## src/rtl/load_store_unit.sv

```systemverilog
// Load/store unit: turns MEM-stage load/store ops into word-aligned
// memory requests and returns extended load data to writeback.
module load_store_unit #(
  parameter int OPERAND_WIDTH = 32,
  parameter int BUS_TIMEOUT   = 64
) (
  input  logic                     clk,
  input  logic                     rst,
  input  logic                     ex_valid,
  input  logic [OPERAND_WIDTH-1:0] alu_result,
  input  logic [OPERAND_WIDTH-1:0] rs2_data,
  input  logic                     ctrl_mem_read,
  input  logic                     ctrl_mem_write,
  input  logic [2:0]               funct3,
  input  logic [4:0]               rd_addr,
  output logic                     lsu_stall,
  output logic                     dmem_req,
  output logic                     dmem_we,
  output logic [OPERAND_WIDTH-1:0] dmem_addr,
  output logic [3:0]               dmem_be,
  output logic [OPERAND_WIDTH-1:0] dmem_wdata,
  input  logic                     dmem_gnt,
  input  logic                     dmem_rvalid,
  input  logic [OPERAND_WIDTH-1:0] dmem_rdata,
  output logic                     wb_valid,
  output logic [4:0]               wb_rd,
  output logic [OPERAND_WIDTH-1:0] wb_data,
  output logic                     exc_misaligned,
  output logic                     exc_bus_error
);

  localparam int W  = OPERAND_WIDTH;
  localparam int CW = $clog2(BUS_TIMEOUT + 1);
  localparam logic [CW-1:0] TMO_LAST = CW'(BUS_TIMEOUT - 1);

  typedef enum logic [1:0] {
    IDLE,
    REQ,
    WAIT_R,
    DONE
  } state_t;

  state_t state_q, state_d;

  logic          accept;
  logic          illegal;
  logic          misaligned;
  logic          timeout;
  logic [3:0]    be_d;
  logic [W-1:0]  wdata_d;
  logic [W-1:0]  lane;
  logic [W-1:0]  ext;

  logic [CW-1:0] cnt_q;
  logic          we_q;
  logic [W-1:0]  addr_q;
  logic [W-1:0]  wdata_q;
  logic [W-1:0]  data_q;
  logic [3:0]    be_q;
  logic [4:0]    rd_q;
  logic [2:0]    f3_q;
  logic [1:0]    off_q;
  logic          mis_q;
  logic          berr_q;
  logic          ok_q;

  always_comb begin
    accept     = ex_valid & (ctrl_mem_read | ctrl_mem_write);
    illegal    = (ctrl_mem_read & ctrl_mem_write)
               | (funct3 == 3'b011)
               | (funct3[2:1] == 2'b11)
               | (ctrl_mem_write & funct3[2]);
    misaligned = ((funct3[1:0] == 2'b01) & alu_result[0])
               | ((funct3[1:0] == 2'b10) & (|alu_result[1:0]));
    timeout    = ((state_q == REQ) | (state_q == WAIT_R))
               & (cnt_q == TMO_LAST);
  end

  always_comb begin
    be_d    = 4'b1111;
    wdata_d = rs2_data;
    unique case (1'b1)
      (funct3[1:0] == 2'b00): begin
        be_d    = 4'b0001 << alu_result[1:0];
        wdata_d = {4{rs2_data[7:0]}};
      end
      (funct3[1:0] == 2'b01): begin
        be_d    = alu_result[1] ? 4'b1100 : 4'b0011;
        wdata_d = {2{rs2_data[15:0]}};
      end
      default: ;
    endcase
  end

  always_comb begin
    lane = dmem_rdata >> {off_q, 3'b000};
    ext  = lane;
    unique case (f3_q)
      3'b000:  ext = {{(W-8){lane[7]}}, lane[7:0]};
      3'b001:  ext = {{(W-16){lane[15]}}, lane[15:0]};
      3'b100:  ext = {{(W-8){1'b0}}, lane[7:0]};
      3'b101:  ext = {{(W-16){1'b0}}, lane[15:0]};
      default: ext = lane;
    endcase
  end

  always_comb begin
    state_d = state_q;
    unique case (state_q)
      IDLE: begin
        if (accept)
          state_d = (illegal | misaligned) ? DONE : REQ;
      end
      REQ: begin
        if (timeout)
          state_d = DONE;
        else if (dmem_gnt)
          state_d = we_q ? DONE : WAIT_R;
      end
      WAIT_R: begin
        if (timeout | dmem_rvalid)
          state_d = DONE;
      end
      DONE:    state_d = IDLE;
      default: state_d = IDLE;
    endcase
  end

  always_ff @(posedge clk or posedge rst) begin
    if (rst)
      state_q <= IDLE;
    else
      state_q <= state_d;
  end

  always_ff @(posedge clk or posedge rst) begin
    if (rst) begin
      cnt_q   <= '0;
      we_q    <= 1'b0;
      addr_q  <= '0;
      wdata_q <= '0;
      data_q  <= '0;
      be_q    <= '0;
      rd_q    <= '0;
      f3_q    <= '0;
      off_q   <= '0;
      mis_q   <= 1'b0;
      berr_q  <= 1'b0;
      ok_q    <= 1'b0;
    end else begin
      unique case (state_q)
        IDLE: begin
          if (accept) begin
            we_q    <= ctrl_mem_write;
            addr_q  <= {alu_result[W-1:2], 2'b00};
            be_q    <= be_d;
            wdata_q <= wdata_d;
            rd_q    <= rd_addr;
            f3_q    <= funct3;
            off_q   <= alu_result[1:0];
            berr_q  <= illegal;
            mis_q   <= ~illegal & misaligned;
            ok_q    <= 1'b0;
          end
        end
        REQ: begin
          cnt_q <= cnt_q + 1'b1;
          if (timeout)
            berr_q <= 1'b1;
        end
        WAIT_R: begin
          cnt_q <= cnt_q + 1'b1;
          if (timeout) begin
            berr_q <= 1'b1;
          end else if (dmem_rvalid) begin
            ok_q   <= 1'b1;
            data_q <= ext;
          end
        end
        DONE:    cnt_q <= '0;
        default: cnt_q <= '0;
      endcase
    end
  end

  // Reset forces every output low, even while EX still presents an op.
  assign lsu_stall      = ~rst & ((state_q == REQ) | (state_q == WAIT_R)
                        | ((state_q == IDLE) & accept));
  assign dmem_req       = (state_q == REQ);
  assign dmem_we        = we_q;
  assign dmem_addr      = addr_q;
  assign dmem_be        = be_q;
  assign dmem_wdata     = wdata_q;
  assign wb_valid       = (state_q == DONE) & ok_q;
  assign wb_rd          = rd_q;
  assign wb_data        = data_q;
  assign exc_misaligned = (state_q == DONE) & mis_q;
  assign exc_bus_error  = (state_q == DONE) & berr_q;

endmodule

```

## config.mk

```make
export PLATFORM = sky130hd
export DESIGN_NAME = load_store_unit
export DESIGN_NICKNAME = d
export VERILOG_FILES = /design/src/rtl/load_store_unit.sv
export SDC_FILE = /design/constraint.sdc
export NUM_CORES = 1
export LEC_CHECK = 0
export CORE_ASPECT_RATIO = 0.7
export CORE_MARGIN = 2
export CORE_UTILIZATION = 36
export DETAILED_ROUTE_END_ITERATION = 10
export PLACE_DENSITY = 0.68
export SLEW_MARGIN = 15
export SYNTH_ARGS = -nofsm -noshare
export SYNTH_HDL_FRONTEND = slang
export SYNTH_SLANG_ARGS = --single-unit
export TNS_END_PERCENT = 1
```

## constraint.sdc

```tcl
create_clock -name clk -period 7.9 [get_ports clk]
set_clock_uncertainty 0.15 [all_clocks]
set_input_delay 1.58 -clock clk [delete_from_list [all_inputs] [get_ports clk]]
set_output_delay 1.58 -clock clk [all_outputs]
set_load 0.005 [all_outputs]
```

======== After elaboration in Yosys (flattened, before gate mapping) ========
Cells that the tools add are included.
word-level totals
  register bits ........................... 121
  latch bits .............................. 0
  memory bits (writable) .................. 0
  bits in read-only memories .............. 0
  input bits .............................. 111
  output and inout bits ................... 111
  word-level logic and storage cells ...... 89
  memories ................................ 0
cells by class
  add/subtract/negate cells ............... 1
  multiply operators ...................... 0
  divide/modulo/power cells ............... 0
  order comparisons ....................... 0
  eq/ne operators ......................... 17
  shifts and indexed selects .............. 2
  mux-type cells .......................... 19
  bitwise logic cells ..................... 24
  reduce and logical (&&, ||, !) cells .... 13
operators with widths
  cell                   number
  $pmux W32 S4           1
  $pmux W32 S2           1
  $shr A32 B5 Y32        1
  $pmux W7 S2            1
  $and A1 B1 Y1          12
  $mux W2                5
  $or A1 B1 Y1           9
  $reduce_and A3 Y1      3
  $eq A2 B2 Y1 const B   4
  $pmux W2 S4            1
  $pmux W4 S2            1
  $add A7 B1 Y7 const B  1
  $eq A7 B6 Y1 const B   1
  $eq A3 B3 Y1 const B   2
  $mux W1                6
  $ne A2 B2 Y1 const B   3
  $reduce_bool A2 Y1     3
  $eq A2 B1 Y1 const B   2
  $logic_not A2 Y1       2
  $mux W4                1
  $ne A2 B1 Y1 const B   2
  $pmux W1 S2            2
  $reduce_and A4 Y1      1
  $reduce_or A2 Y1       2
  other kinds (7)        9

======== Longest topological paths before layout ========
  depth after elaboration ................. 8
  depth in mapped cells ................... 8
  gate-level depth less buffers ........... 6

======== Least setup slack after synthesis ========
No wires, ideal clock.
  path type ............................... input-to-output
  start point ............................. input port ctrl_mem_write
  end point ............................... output port lsu_stall
  arrival ................................. 2.514 ns
  data required time ...................... 6.170 ns
  slack ................................... 3.656 ns
  cell stages on the path ................. 5
  path buffers ............................ 2
  cells stage by stage .................... o21ai_0 -> or2_2 -> buf_2 -> clkbuf_1 -> a21oi_1
between the ends
  longest elaborated chain between the ends .. 5
RTL lines
  what             RTL line  source
  start, declared  13        input logic ctrl_mem_write,
  $or A1 B1 Y1     68        accept = ex_valid & (ctrl_mem_read | ctrl_mem_write);
  $and A1 B1 Y1    68
  $and A1 B1 Y1    188       | ((state_q == IDLE) & accept));
  $or A1 B1 Y1     188
  $and A1 B1 Y1    187       assign lsu_stall = ~rst & ((state_q == REQ) | (state_q == WAIT_R)
  end, declared    16        output logic lsu_stall,
No other way between the ends.

======== Worst setup path after layout ========
Same ends and word-level chain as after synthesis.

==> impl_metrics.toml <==
[critical_path]
crit_chain = "clkdlybuf4s50_1 > o21ai_0 > or2_4 > a21oi_1 > clkdlybuf4s50_1"
worst-path-buf-inv = 2
crit_family = "buffers and inverters"
r2r_setup_slack_ns = 5.16
critical_path.max_stage_delay_ns = 0.48
required_ns = 6.17
crit_top_cell = "clkdlybuf4s50_1"
crit_fanout = 41
cp-start-kind = "input port"
crit_slowest_cell = "clkdlybuf4s50_1"
reg2reg_depth = 6
arrival_ns = 3.44
reg2reg_from = "state_q[0]$_DFFE_PP0P_"
crit_type = "input port to output port"
endpoint_kind = "output port"
r2r_end = "dmem_addr[25]$_DFFE_PP0P_"

[timing]
report.final.slew_viol_count = 0
relSlewSlack = 0.2776
grt_setup_unrepaired = "false"
period_share = 0.6549
final_hold_viol_count = 0
fmax_mhz = 193.3
tightest_slew_ns = 1.084
finalSetupTns_ns = 0
setup_viol = 0
post-route-min-period_ns = 5.174

[power]
power.switching_mw = 1.066
finalPower_mw = 3.393
max-vdd-ir-drop_mv = 0.1667
powerDensity_nw_per_um2 = 391.3
power_frac_comb = 0.426
p_leak_nw = 3.658
clockPowerShare = 0.244
pwr-share-seq = 0.330
internal_power_mw = 2.326
swShare = 0.3143

[global_routing]
grt_overflow_total = 0
grt_pass1_wl_um = 25620
gr-usage-all-layers = 0.1936
antenna_found_initial = 0
first_global_vias = 4896
grt_max_degree = 72

[floorplanning]
die_area_um2 = 17030
chipWidth_um = 155.1
core_area_um2 = 15550
initial_core_util = 0.3701
num_io_pins = 222
die_h_um = 109.8
rows = 38

[cts]
cts_buffer_depth = 2
ctsHoldBuffers = 0
clk-insertion-delay-late_ns = 0.41
cts_num_sinks = 121
tritoncts = "yes"
post_cts_resized = 0
numCtsBuffers = 17
clk_pin_slew_ns = 0.05
cts_root_buf = "clkbuf_16"
htree_levels = 4
post_cts_buffers = 0

[synthesis]
syn_area_um2 = 5754
syn-instance-count = 522
synth_area_leader_cell = "dfrtp_1"
synth_area_leaders = "dfrtp_1 53%, mux2_2 11%, mux2i_1 7.3%, nand2_1 3.7%, o21ai_0 3.7%"
yosysSeqAreaShare = 0.5262
synth_edf_count = 0
syn-mean-instance-area_um2 = 11.02
ys_types = 46
ys_ff_latch = 121
yosysTopAreaCellShare = 0.5262
synth-main-ff-cell = "dfrtp_1"
synthArstFlopShare = 1.000
synth_warnings = 0

[detailed_routing]
dr.pass1.iters = 5
routed_via_density = 4.997
vias = 4717
avgRoutedWirePerCell_um = 17.16
drc = 0
ant_nets = 0
drt-initial-drc-count = 297
drt_wl_total_um = 16200

[cells_and_area]
final_util = 0.5576
area_growth_pct = 50.66
regArea_um2 = 3028
final_cell_mix = "219 x clkdlybuf4s50_1, 121 x dfrtp_1, 58 x mux2_2"
antennaDiodeCount = 0
n_fill_cell = 1348
design_area_um2 = 8670
final_nets = 849
layout-drive-gt1-share = 0.1411
final_common_cell = "clkdlybuf4s50_1"
final_cells = 944
multiInputGateArea_um2 = 2499

[run]
maxCapViolations = 0

[hold_path]
holdPathStages = 2
min_from = "dmem_wdata[30]$_DFFE_PP0P_"
min_to = "dmem_wdata[30]$_DFFE_PP0P_"
min-delay-path-class = "register to register"

[placed_design]
dpl.hpwl_um = 11650
place.port_buffers = 219
gp_congestion = 0.8487
placed_area_um2 = 8043
place_inst = 913

[status]
status = "finished clean"
[cells in the mapped netlist, drive strengths merged, types with 2 or more instances]
cell     number
dfrtp       121
mux2         58
nand2        57
nor2         44
mux2i        42
o21ai        42
a21oi        40
buf          20
clkbuf       15
nor2b        10
o22a          8
a211oi        7
inv           7
o2bb2ai       7
ha            6
and2          3
nand2b        3
o31ai         3
a41oi         2
nand3         2
nor3          2
nor4b         2
o22ai         2
or2           2
[power groups by stage]
stage	clock network, mW	logic [mW]	registers (mW)
floorplan	0	0.680	1.11
detailed placement	0	1.45	1.13
finish	0.828	1.44	1.12
global placement	0	1.42	1.11
CTS	0.843	1.46	1.12
global route	0.875	1.57	1.16
[area by class of cell]
cell class	count	share of cell area
flip-flops and latches	121	0.3493
multi-input cells	360	0.2882
repair buffers	225	0.2580
clock buffers	19	0.05224
well taps	200	0.02886
clock inverters	12	0.02006
inverters	7	0.003319
[metrics by stage]
| stage | setup WS, ns | hold WS (ns) |
|---|---|---|
| finish | 2.726 | 0.3351 |
| global route | 2.533 | 0.3633 |
| CTS | 2.738 | 0.3367 |
| detailed placement | 2.745 | 0.3236 |
| global placement | 2.787 | 0.3135 |
| floorplan | 2.956 | 0.2909 |
[layer usage]
metal | wire length [um] | part of all wire | GRT usage | up-vias
li1 | - | - | - | 2252
met1 | 7193 | 0.44 | 0.2513 | 2300
met2 | 7750 | 0.48 | 0.3092 | 143
met3 | 993 | 0.061 | 0.05873 | 22
met4 | 266 | 0.016 | 0.06944 | 0
met5 | 0 | 0 | 0 | -
[cells by family after synthesis]
logic type      synth area share
compound gates            0.1285
xor+xnor                0.003045
fa+ha+maj                0.01305
buf+inv                  0.04066
flops                     0.5262
mux                       0.1866
other cells            0.0006517
simple gates              0.1013
[state kept, by name, indices dropped and copies added, names as in the netlist]
| signal | cells |
|---|---|
| dmem_wdata | 32 |
| wb_data | 32 |
| dmem_addr | 30 |
| cnt_q | 7 |
| wb_rd | 5 |
| dmem_be | 4 |
| f3_q | 3 |
| off_q | 2 |
| state_q | 2 |
| berr_q | 1 |
| dmem_we | 1 |
| mis_q | 1 |
| ok_q | 1 |
[how the worst max path moves through the flow]
stage                    from  depth (start not counted)            endpoint  slack [ns]
2_1_floorplan             rst                          1  berr_q$_DFFE_PP0P_        2.96
3_3_place_gp   ctrl_mem_write                          5           lsu_stall        2.79
3_5_place_dp   ctrl_mem_write                          5           lsu_stall        2.74
4_1_cts        ctrl_mem_write                          5           lsu_stall        2.74
5_1_grt        ctrl_mem_write                          5           lsu_stall        2.53
6_report       ctrl_mem_write                          5           lsu_stall        2.73
[tightest hold or removal path, delay by kind of cell (launching register included)]
kind | cells | cell delay (ns)
compound gates | 1 | 0.06
flops | 1 | 0.34
simple gates | 1 | 0.04
Power figures use the tool's default switching activity.
